`src/rtl/tile_loader.sv`:
```
// tile_loader: fetches a byte stream one MEM_WIDTH word at a time (one outstanding
// read), packs the words into TILE_WIDTH tiles, zero-pads the last partial tile and
// writes each tile to the selected buffer with a one-cycle strobe.
// Ports:
//   control : start/base_addr/length/dest_buffer in; busy/done/len_err out
//   memory  : mem_req/mem_addr out (held until mem_gnt); mem_rvalid/mem_rdata in
//   buffer  : buf_write_enable/data/buffer, buf_reset_indices_enable/buffer out
module tile_loader #(
  parameter int MEM_WIDTH    = 64,
  parameter int ADDR_WIDTH   = 24,
  parameter int LEN_WIDTH    = 16,
  parameter int TILE_WIDTH   = 256,
  parameter int BUFFER_WIDTH = 1024,
  parameter int BUFFER_COUNT = 2,
  localparam int BUF_ID_W    = (BUFFER_COUNT > 1) ? $clog2(BUFFER_COUNT) : 1
) (
  input  logic                  clk,
  input  logic                  reset_n,
  input  logic                  start,
  input  logic [ADDR_WIDTH-1:0] base_addr,
  input  logic [LEN_WIDTH-1:0]  length,
  input  logic [BUF_ID_W-1:0]   dest_buffer,
  output logic                  busy,
  output logic                  done,
  output logic                  len_err,
  output logic                  mem_req,
  output logic [ADDR_WIDTH-1:0] mem_addr,
  input  logic                  mem_gnt,
  input  logic                  mem_rvalid,
  input  logic [MEM_WIDTH-1:0]  mem_rdata,
  output logic                  buf_write_enable,
  output logic [TILE_WIDTH-1:0] buf_write_data,
  output logic [BUF_ID_W-1:0]   buf_write_buffer,
  output logic                  buf_reset_indices_enable,
  output logic [BUF_ID_W-1:0]   buf_reset_indices_buffer
);

  localparam int MEM_BYTES      = MEM_WIDTH / 8;
  localparam int WORDS_PER_TILE = TILE_WIDTH / MEM_WIDTH;
  localparam int BUFFER_BYTES   = BUFFER_WIDTH / 8;
  // One extra value so the word counter can reach WORDS_PER_TILE itself.
  localparam int WIDX_W         = $clog2(WORDS_PER_TILE + 1);

  localparam logic [LEN_WIDTH-1:0]  MEM_BYTES_L = LEN_WIDTH'(MEM_BYTES);
  localparam logic [LEN_WIDTH-1:0]  BUF_BYTES_L = LEN_WIDTH'(BUFFER_BYTES);
  localparam logic [ADDR_WIDTH-1:0] ADDR_STEP   = ADDR_WIDTH'(MEM_BYTES);
  localparam logic [ADDR_WIDTH-1:0] ALIGN_MASK  = ~ADDR_WIDTH'(MEM_BYTES - 1);
  localparam logic [WIDX_W-1:0]     WIDX_FULL   = WIDX_W'(WORDS_PER_TILE);

  typedef enum logic [2:0] {
    S_IDLE,
    S_REQ,
    S_WAIT,
    S_WRITE,
    S_DONE
  } state_t;

  state_t                  state_q, state_d;
  logic [ADDR_WIDTH-1:0]   addr_q, addr_d;
  logic [LEN_WIDTH-1:0]    rem_q, rem_d;
  logic [BUF_ID_W-1:0]     dest_q, dest_d;
  logic                    first_q, first_d;
  logic [WIDX_W-1:0]       word_idx_q, word_idx_d;
  logic [TILE_WIDTH-1:0]   tile_q, tile_d;
  logic                    len_err_q, len_err_d;

  logic [MEM_WIDTH-1:0]    word_masked;
  logic [LEN_WIDTH-1:0]    take;

  always_ff @(posedge clk or negedge reset_n) begin
    if (!reset_n) begin
      state_q    <= S_IDLE;
      addr_q     <= '0;
      rem_q      <= '0;
      dest_q     <= '0;
      first_q    <= 1'b0;
      word_idx_q <= '0;
      tile_q     <= '0;
      len_err_q  <= 1'b0;
    end else begin
      state_q    <= state_d;
      addr_q     <= addr_d;
      rem_q      <= rem_d;
      dest_q     <= dest_d;
      first_q    <= first_d;
      word_idx_q <= word_idx_d;
      tile_q     <= tile_d;
      len_err_q  <= len_err_d;
    end
  end

  always_comb begin
    state_d     = state_q;
    addr_d      = addr_q;
    rem_d       = rem_q;
    dest_d      = dest_q;
    first_d     = first_q;
    word_idx_d  = word_idx_q;
    tile_d      = tile_q;
    len_err_d   = len_err_q;
    word_masked = '0;
    take        = '0;

    case (state_q)
      S_IDLE: begin
        if (start) begin
          addr_d     = base_addr & ALIGN_MASK;
          dest_d     = dest_buffer;
          rem_d      = (length > BUF_BYTES_L) ? BUF_BYTES_L : length;
          len_err_d  = (length > BUF_BYTES_L);
          first_d    = 1'b1;
          word_idx_d = '0;
          tile_d     = '0;
          state_d    = (length == '0) ? S_DONE : S_REQ;
        end
      end
      S_REQ: begin
        if (mem_gnt) begin
          addr_d  = addr_q + ADDR_STEP;
          state_d = S_WAIT;
        end
      end
      S_WAIT: begin
        if (mem_rvalid) begin
          // Bytes past the end of the load are dropped so the tail of the tile is zero.
          for (int j = 0; j < MEM_BYTES; j++) begin
            if (LEN_WIDTH'(j) < rem_q) word_masked[8*j +: 8] = mem_rdata[8*j +: 8];
          end
          for (int w = 0; w < WORDS_PER_TILE; w++) begin
            if (word_idx_q == WIDX_W'(w)) tile_d[w*MEM_WIDTH +: MEM_WIDTH] = word_masked;
          end
          take       = (rem_q < MEM_BYTES_L) ? rem_q : MEM_BYTES_L;
          rem_d      = rem_q - take;
          word_idx_d = word_idx_q + WIDX_W'(1);
          state_d    = (word_idx_d == WIDX_FULL || rem_d == '0) ? S_WRITE : S_REQ;
        end
      end
      S_WRITE: begin
        first_d    = 1'b0;
        word_idx_d = '0;
        tile_d     = '0;
        state_d    = (rem_q != '0) ? S_REQ : S_DONE;
      end
      S_DONE: begin
        state_d = S_IDLE;
      end
      default: begin
        state_d = S_IDLE;
      end
    endcase
  end

  // All outputs decode straight from registers; nothing combinational from inputs.
  assign busy                     = (state_q != S_IDLE);
  assign done                     = (state_q == S_DONE);
  assign len_err                  = len_err_q;
  assign mem_req                  = (state_q == S_REQ);
  assign mem_addr                 = addr_q;
  assign buf_write_enable         = (state_q == S_WRITE);
  assign buf_write_data           = tile_q;
  assign buf_write_buffer         = dest_q;
  assign buf_reset_indices_enable = (state_q == S_WRITE) && first_q;
  assign buf_reset_indices_buffer = dest_q;

endmodule
```
`config.mk`:
```
export PLATFORM = sky130hd
export DESIGN_NAME = tile_loader
export DESIGN_NICKNAME = d
export VERILOG_FILES = /design/src/rtl/tile_loader.sv
export SDC_FILE = /design/constraint.sdc
export NUM_CORES = 1
export LEC_CHECK = 0
export ABC_AREA = 1
export CAP_MARGIN = 10
export CORE_UTILIZATION = 52
export CTS_BUF_LIST = sky130_fd_sc_hd__clkbuf_2 sky130_fd_sc_hd__clkbuf_4 sky130_fd_sc_hd__clkbuf_8
export DETAILED_ROUTE_END_ITERATION = 10
export HOLD_SLACK_MARGIN = 0.02
export PLACE_DENSITY = 0.95
export RECOVER_POWER = 100
export SYNTH_ARGS = -nofsm -noshare
export SYNTH_HDL_FRONTEND = slang
export SYNTH_SLANG_ARGS = --single-unit
```
`constraint.sdc`:
```
create_clock -name clk -period 3.67 [get_ports clk]
set_clock_uncertainty 0.2 [all_clocks]
set_input_delay 0.367 -clock clk [delete_from_list [all_inputs] [get_ports clk]]
set_output_delay 0.367 -clock clk [all_outputs]
set_load 0.05 [all_outputs]
```
# ---- Word level (Yosys, flattened, before mapping)
# Cells that the tools add are included.
dict set report word_totals {
  mem_count 0
  mem_bits_ro 0
  ff_bits 305
  latch_bits 0
  inputBits 110
  ramBits 0
}
dict set report op_classes {
  reduce_logical 22
  div 0
  bitwise 0
  shifts 0
  magnitude_cmp 10
  n_eq_ne 15
  mux 35
  n_addsub 3
  mul 0
}
# op n
set ops {}
lappend ops {{256-bit case mux with 3 select lines} 1}
lappend ops {{256-bit two-way mux} 2}
lappend ops {{64-bit two-way mux} 4}
lappend ops {{3-bit by 16-bit less-than comparator with 1-bit output (first input constant)} 4}
lappend ops {{16-bit two-way mux} 4}
lappend ops {{8-bit two-way mux} 8}
lappend ops {{24-bit two-way mux} 2}
lappend ops {{24-bit case mux with 2 select lines} 1}
lappend ops {{16-bit zero test} 2}
lappend ops {{1-bit by 16-bit less-than comparator with 1-bit output (first input constant)} 2}
lappend ops {{2-bit by 16-bit less-than comparator with 1-bit output (first input constant)} 2}
lappend ops {{16-bit case mux with 2 select lines} 1}
lappend ops {{24-bit by 4-bit adder with 24-bit output (second input constant)} 1}
lappend ops {{3-bit two-way mux} 7}
lappend ops {{16-bit by 8-bit greater-than comparator with 1-bit output (second input constant)} 1}
lappend ops {{16-bit by 4-bit less-than comparator with 1-bit output (second input constant)} 1}
lappend ops {{4-bit AND reduction} 4}
lappend ops {{16-bit nonzero test} 1}
lappend ops {{16-bit subtractor} 1}
lappend ops {{3-bit by 2-bit equality test with 1-bit output (second input constant)} 4}
lappend ops {{2-bit inequality test (second input constant)} 6}
lappend ops {{3-bit case mux with 4 select lines} 1}
lappend ops {{3-bit AND reduction} 4}
lappend ops {{3-bit case mux with 3 select lines} 1}
lappend ops {{13 further kinds} 20}

# ---- Longest topological paths before layout
dict set report depth {
  word_depth 8
  ltp_mapped 19
}

# ---- Worst setup path before layout
# No wires, ideal clock.
dict set report synth_timing {
  path_type {register to output}
  from {register state_q[2]}
  to {output port buf_reset_indices_enable}
  arrival_ns 2.154
  slack_ns 0.949
  stages_incl_launch_ff 6
  required_time_ns 3.103
  path_cell_list {dfrtp_1 nor2_1 inv_2 nor2_1 inv_1 nor2_1}
}
dict set report synth_via {
  elab_chain_cells 2
}
# item line_no
set synth_lines {}
lappend synth_lines {{start: declaration} 58} ;# state_t state_q, state_d;
lappend synth_lines {{start signal: assignment} 81} ;# state_q <= state_d;
lappend synth_lines {{3-bit by 2-bit equality test with 1-bit output} -}
lappend synth_lines {{net buf_write_enable} 31} ;# output logic buf_write_enable,
lappend synth_lines {{1-bit logical AND} 162} ;# assign buf_reset_indices_enable = (state_q == S_WRITE) && first_q;
lappend synth_lines {{end: declaration} 34} ;# output logic buf_reset_indices_enable,
# The timed path passes the listed nets, and every way through them passes these cells.

# ---- Worst setup path in the final report
dict set report layout_timing {
  from {register state_q[2]}
  to {register addr_q[7] (netlist: mem_addr[7])}
}
dict set report layout_via {
  elab_chain_cells 3
}
# item line_no
set layout_lines {}
lappend layout_lines {{3-bit by 1-bit equality test with 1-bit output / 3-bit zero test (equally long branches)} 104} ;# case (state_q)
lappend layout_lines {{2-bit by 1-bit inequality test with 1-bit output (no source line) (tied with other cells)} -}
lappend layout_lines {{3-bit AND reduction (no source line)} -}
lappend layout_lines {{end signal: assignment} 82} ;# addr_q <= addr_d;
lappend layout_lines {{end: declaration} 59} ;# logic [ADDR_WIDTH-1:0] addr_q, addr_d;
# Parallel ways exist; a longest one is shown, timed or not.
# A chain may end at the register's enable or synchronous reset.

==> impl_metrics.json <==
{
  "status": "finished, violations left",
  "violations": "capacitance limit, slew limit",
  "synth_top_family_by_area": "simple AND/OR/NAND/NOR gates",
  "fmax_ghz": 0.306,
  "routedWlPerCell_um": 18.6,
  "cts_setup_buffers": 0,
  "start_kind": "flip-flop",
  "crit_chain": "nor3_1 > nand2_1 > nand2_1 > clkbuf_1 > inv_1 > a211oi_1 > nor2_1",
  "postSynthCellCount": 1507,
  "worstReg2RegStart": "state_q[2]",
  "cts_root_buffer": "clkbuf_8",
  "drt_iter0_drc": 1483,
  "grt_overflow": 0,
  "critPathRequiredTime_ps": 3890,
  "ys_ff_latch": 302,
  "endpoint_kind": "flip-flop",
  "crit_buf_inv": 2,
  "first_global_vias": 12488,
  "cpMaxStageDelayCell": "clkbuf_1",
  "drv_slew": 77,
  "multi_input_area_um2": 4720,
  "cts_hold_buf": 1,
  "rsz0062_at_grt": "false",
  "worst_pin_slew_ps": 2100,
  "die_h_um": 160,
  "grtUsageTotal_pct": 32.8,
  "die_width_um": 160,
  "grt_first_pass_wirelength_um": 66400,
  "synth-compound-area-share_pct": 8.97,
  "period_minus_slack_ps": 3270,
  "antenna_left": 0,
  "clk_path_buf_depth": 3,
  "drc_errors": 0,
  "crit_family": "buffers and inverters",
  "design.core.area_um2": 24400,
  "via_count": 12653,
  "timing.final.crit_share_pct": 89.1,
  "antenna_found_initial": 0,
  "register_area_um2": 7560,
  "crit_type": "flip-flop to flip-flop",
  "hp-start": "base_addr[4]",
  "dieArea_um2": 25500,
  "io_pins": 398,
  "insertion_delay_ps": 540,
  "synthAdderAreaFrac_pct": 0.774,
  "drive_above_1_share_pct": 6.28,
  "drt_wl_total_um": 41800,
  "r2r_slack_ps": 400,
  "cap_violations": 1,
  "cp-startpoint": "state_q[2]",
  "layout_commonest_cell": "nand2_1",
  "maxSlewHeadroom_pct": -39.8,
  "start_util_pct": 53.0,
  "clk_pin_slew_worst_paths_ps": 60,
  "synth.distinct_cells": 44,
  "worstHoldPathType": "primary input to flip-flop",
  "port_buffers": 391,
  "grt_start_max_net_pins": 97,
  "tns_ps": 0,
  "setup_violations": 0,
  "via_per_inst": 5.62,
  "cts-buffers-inserted": 48,
  "ys.warnings.count": 0,
  "post-dp-hpwl_um": 28500,
  "synthMuxAreaShare_pct": 0.0871,
  "first_pass_iters": 5,
  "finalHoldViolations": 0,
  "synthSimpleGateAreaFrac_pct": 25.4,
  "finalNetCount": 2010,
  "final_cell_mix": "nand2_1 (634), dfrtp_1 (302), dlygate4sd3_1 (286), o21ai_0 (171), clkdlybuf4s50_1 (105)",
  "crit_top_cell": "nand2_1",
  "cts_resized": 0,
  "ys_seq_area_share_pct": 58.4,
  "crit_fanout": 23,
  "fillers": 1597,
  "gp_congestion": 0.924,
  "syn2layout_area_growth_pct": 39.3,
  "synthXorXnorAreaFrac_pct": 1.22,
  "synth_area_um2": 12900,
  "avgSynthCellArea_um2": 8.58,
  "cts.htree.levels": 2,
  "tritoncts": "built",
  "n_antenna_cell": 0,
  "num_rows": 57,
  "clock-sinks": 302,
  "max_stage_delay_ps": 690,
  "crit_arrival_ps": 3500
}
## sequential cells by signal (all words and copies together) (netlist names)
signal	flops
len_err	1
buf_write_data	256
buf_reset_indices_buffer	1
word_idx_q	3
first_q	1
rem_q	16
state_q	3
mem_addr	21
## area by class of cell
cell class,count,share of cell area (%)
sequential,302,41.9
multi-input combinational,1073,26.2
timing repair buffer,411,22.8
clock buffer,81,5.56
tap,324,2.25
inverter,56,1.17
clock inverter,4,0.132
## cell usage after synthesis, drive strengths merged
cell type | count | area share [%]
xnor2 | 2 | 0.14
nor4 | 2 | 0.097
nand3b | 1 | 0.058
nor3b | 1 | 0.058
nor2 | 97 | 3.1
nand4 | 14 | 0.68
a31oi | 3 | 0.15
or3 | 1 | 0.048
nor3 | 12 | 0.46
or2 | 4 | 0.19
mux2 | 1 | 0.087
a221oi | 2 | 0.18
nand2 | 636 | 19
conb | 2 | 0.058
inv | 55 | 1.6
a21oi | 18 | 0.78
clkbuf | 29 | 0.84
o31ai | 2 | 0.12
a211oi | 3 | 0.17
buf | 49 | 2.6
a22oi | 1 | 0.058
xor2 | 16 | 1.1
o22ai | 6 | 0.29
clkinv | 1 | 0.029
dfrtp | 302 | 58
o21ai | 179 | 7.0
nand3 | 57 | 2.2
ha | 8 | 0.77
o211ai | 3 | 0.17
## final timing paths
path                       cells past startpoint                       end
setup reg to reg                               7               mem_addr[7]
max in group asynchronous                      3       buf_write_data[188]
min in group asynchronous                      2  buf_reset_indices_buffer
hold reg to reg                                2       buf_write_data[189]
hold / removal                                 3               mem_addr[4]
setup / recovery                               7               mem_addr[7]
## kinds of logic after synthesis
| logic type | after synthesis |
|---|---|
| mux | 1 |
| compound gates | 217 |
| buf+inv | 134 |
| flops | 302 |
| xor+xnor | 18 |
| simple gates | 825 |
| other cells | 2 |
| fa+ha+maj | 8 |
## stage by stage
step / instance area (µm²) / worst slack, ps / utilization, % / std cells / hold WS [ps]
final: 18000 / 398 / 73.9 / 2251 / 203
after global routing: 18000 / 205 / 73.9 / 2251 / 216
after CTS: 18100 / 530 / 74.2 / 2251 / 178
after detailed placement: 17100 / 830 / 69.9 / 2165 / 206
after global placement: 17100 / 874 / 69.9 / 2165 / 213
after floorplan: 12900 / 949 / - / 1509 / -129
## tightest hold or removal path, cell delays in order
cell and delay [ps]:
clkdlybuf4s50_1 400, nand2_1 60, a31oi_1 70
## routing by layer
metal	track usage (%)	part of all wire, %	vias to the layer above
li1	-	-	5589
met5	0	0	-
met4	18.9	6.1	0
met1	39.5	36	6024
met2	54.1	48	846
met3	7.79	9.4	194
Power is left out: the tool's default activity adds up to more than one toggle a clock period on the data nets, which glitch-free logic cannot reach.
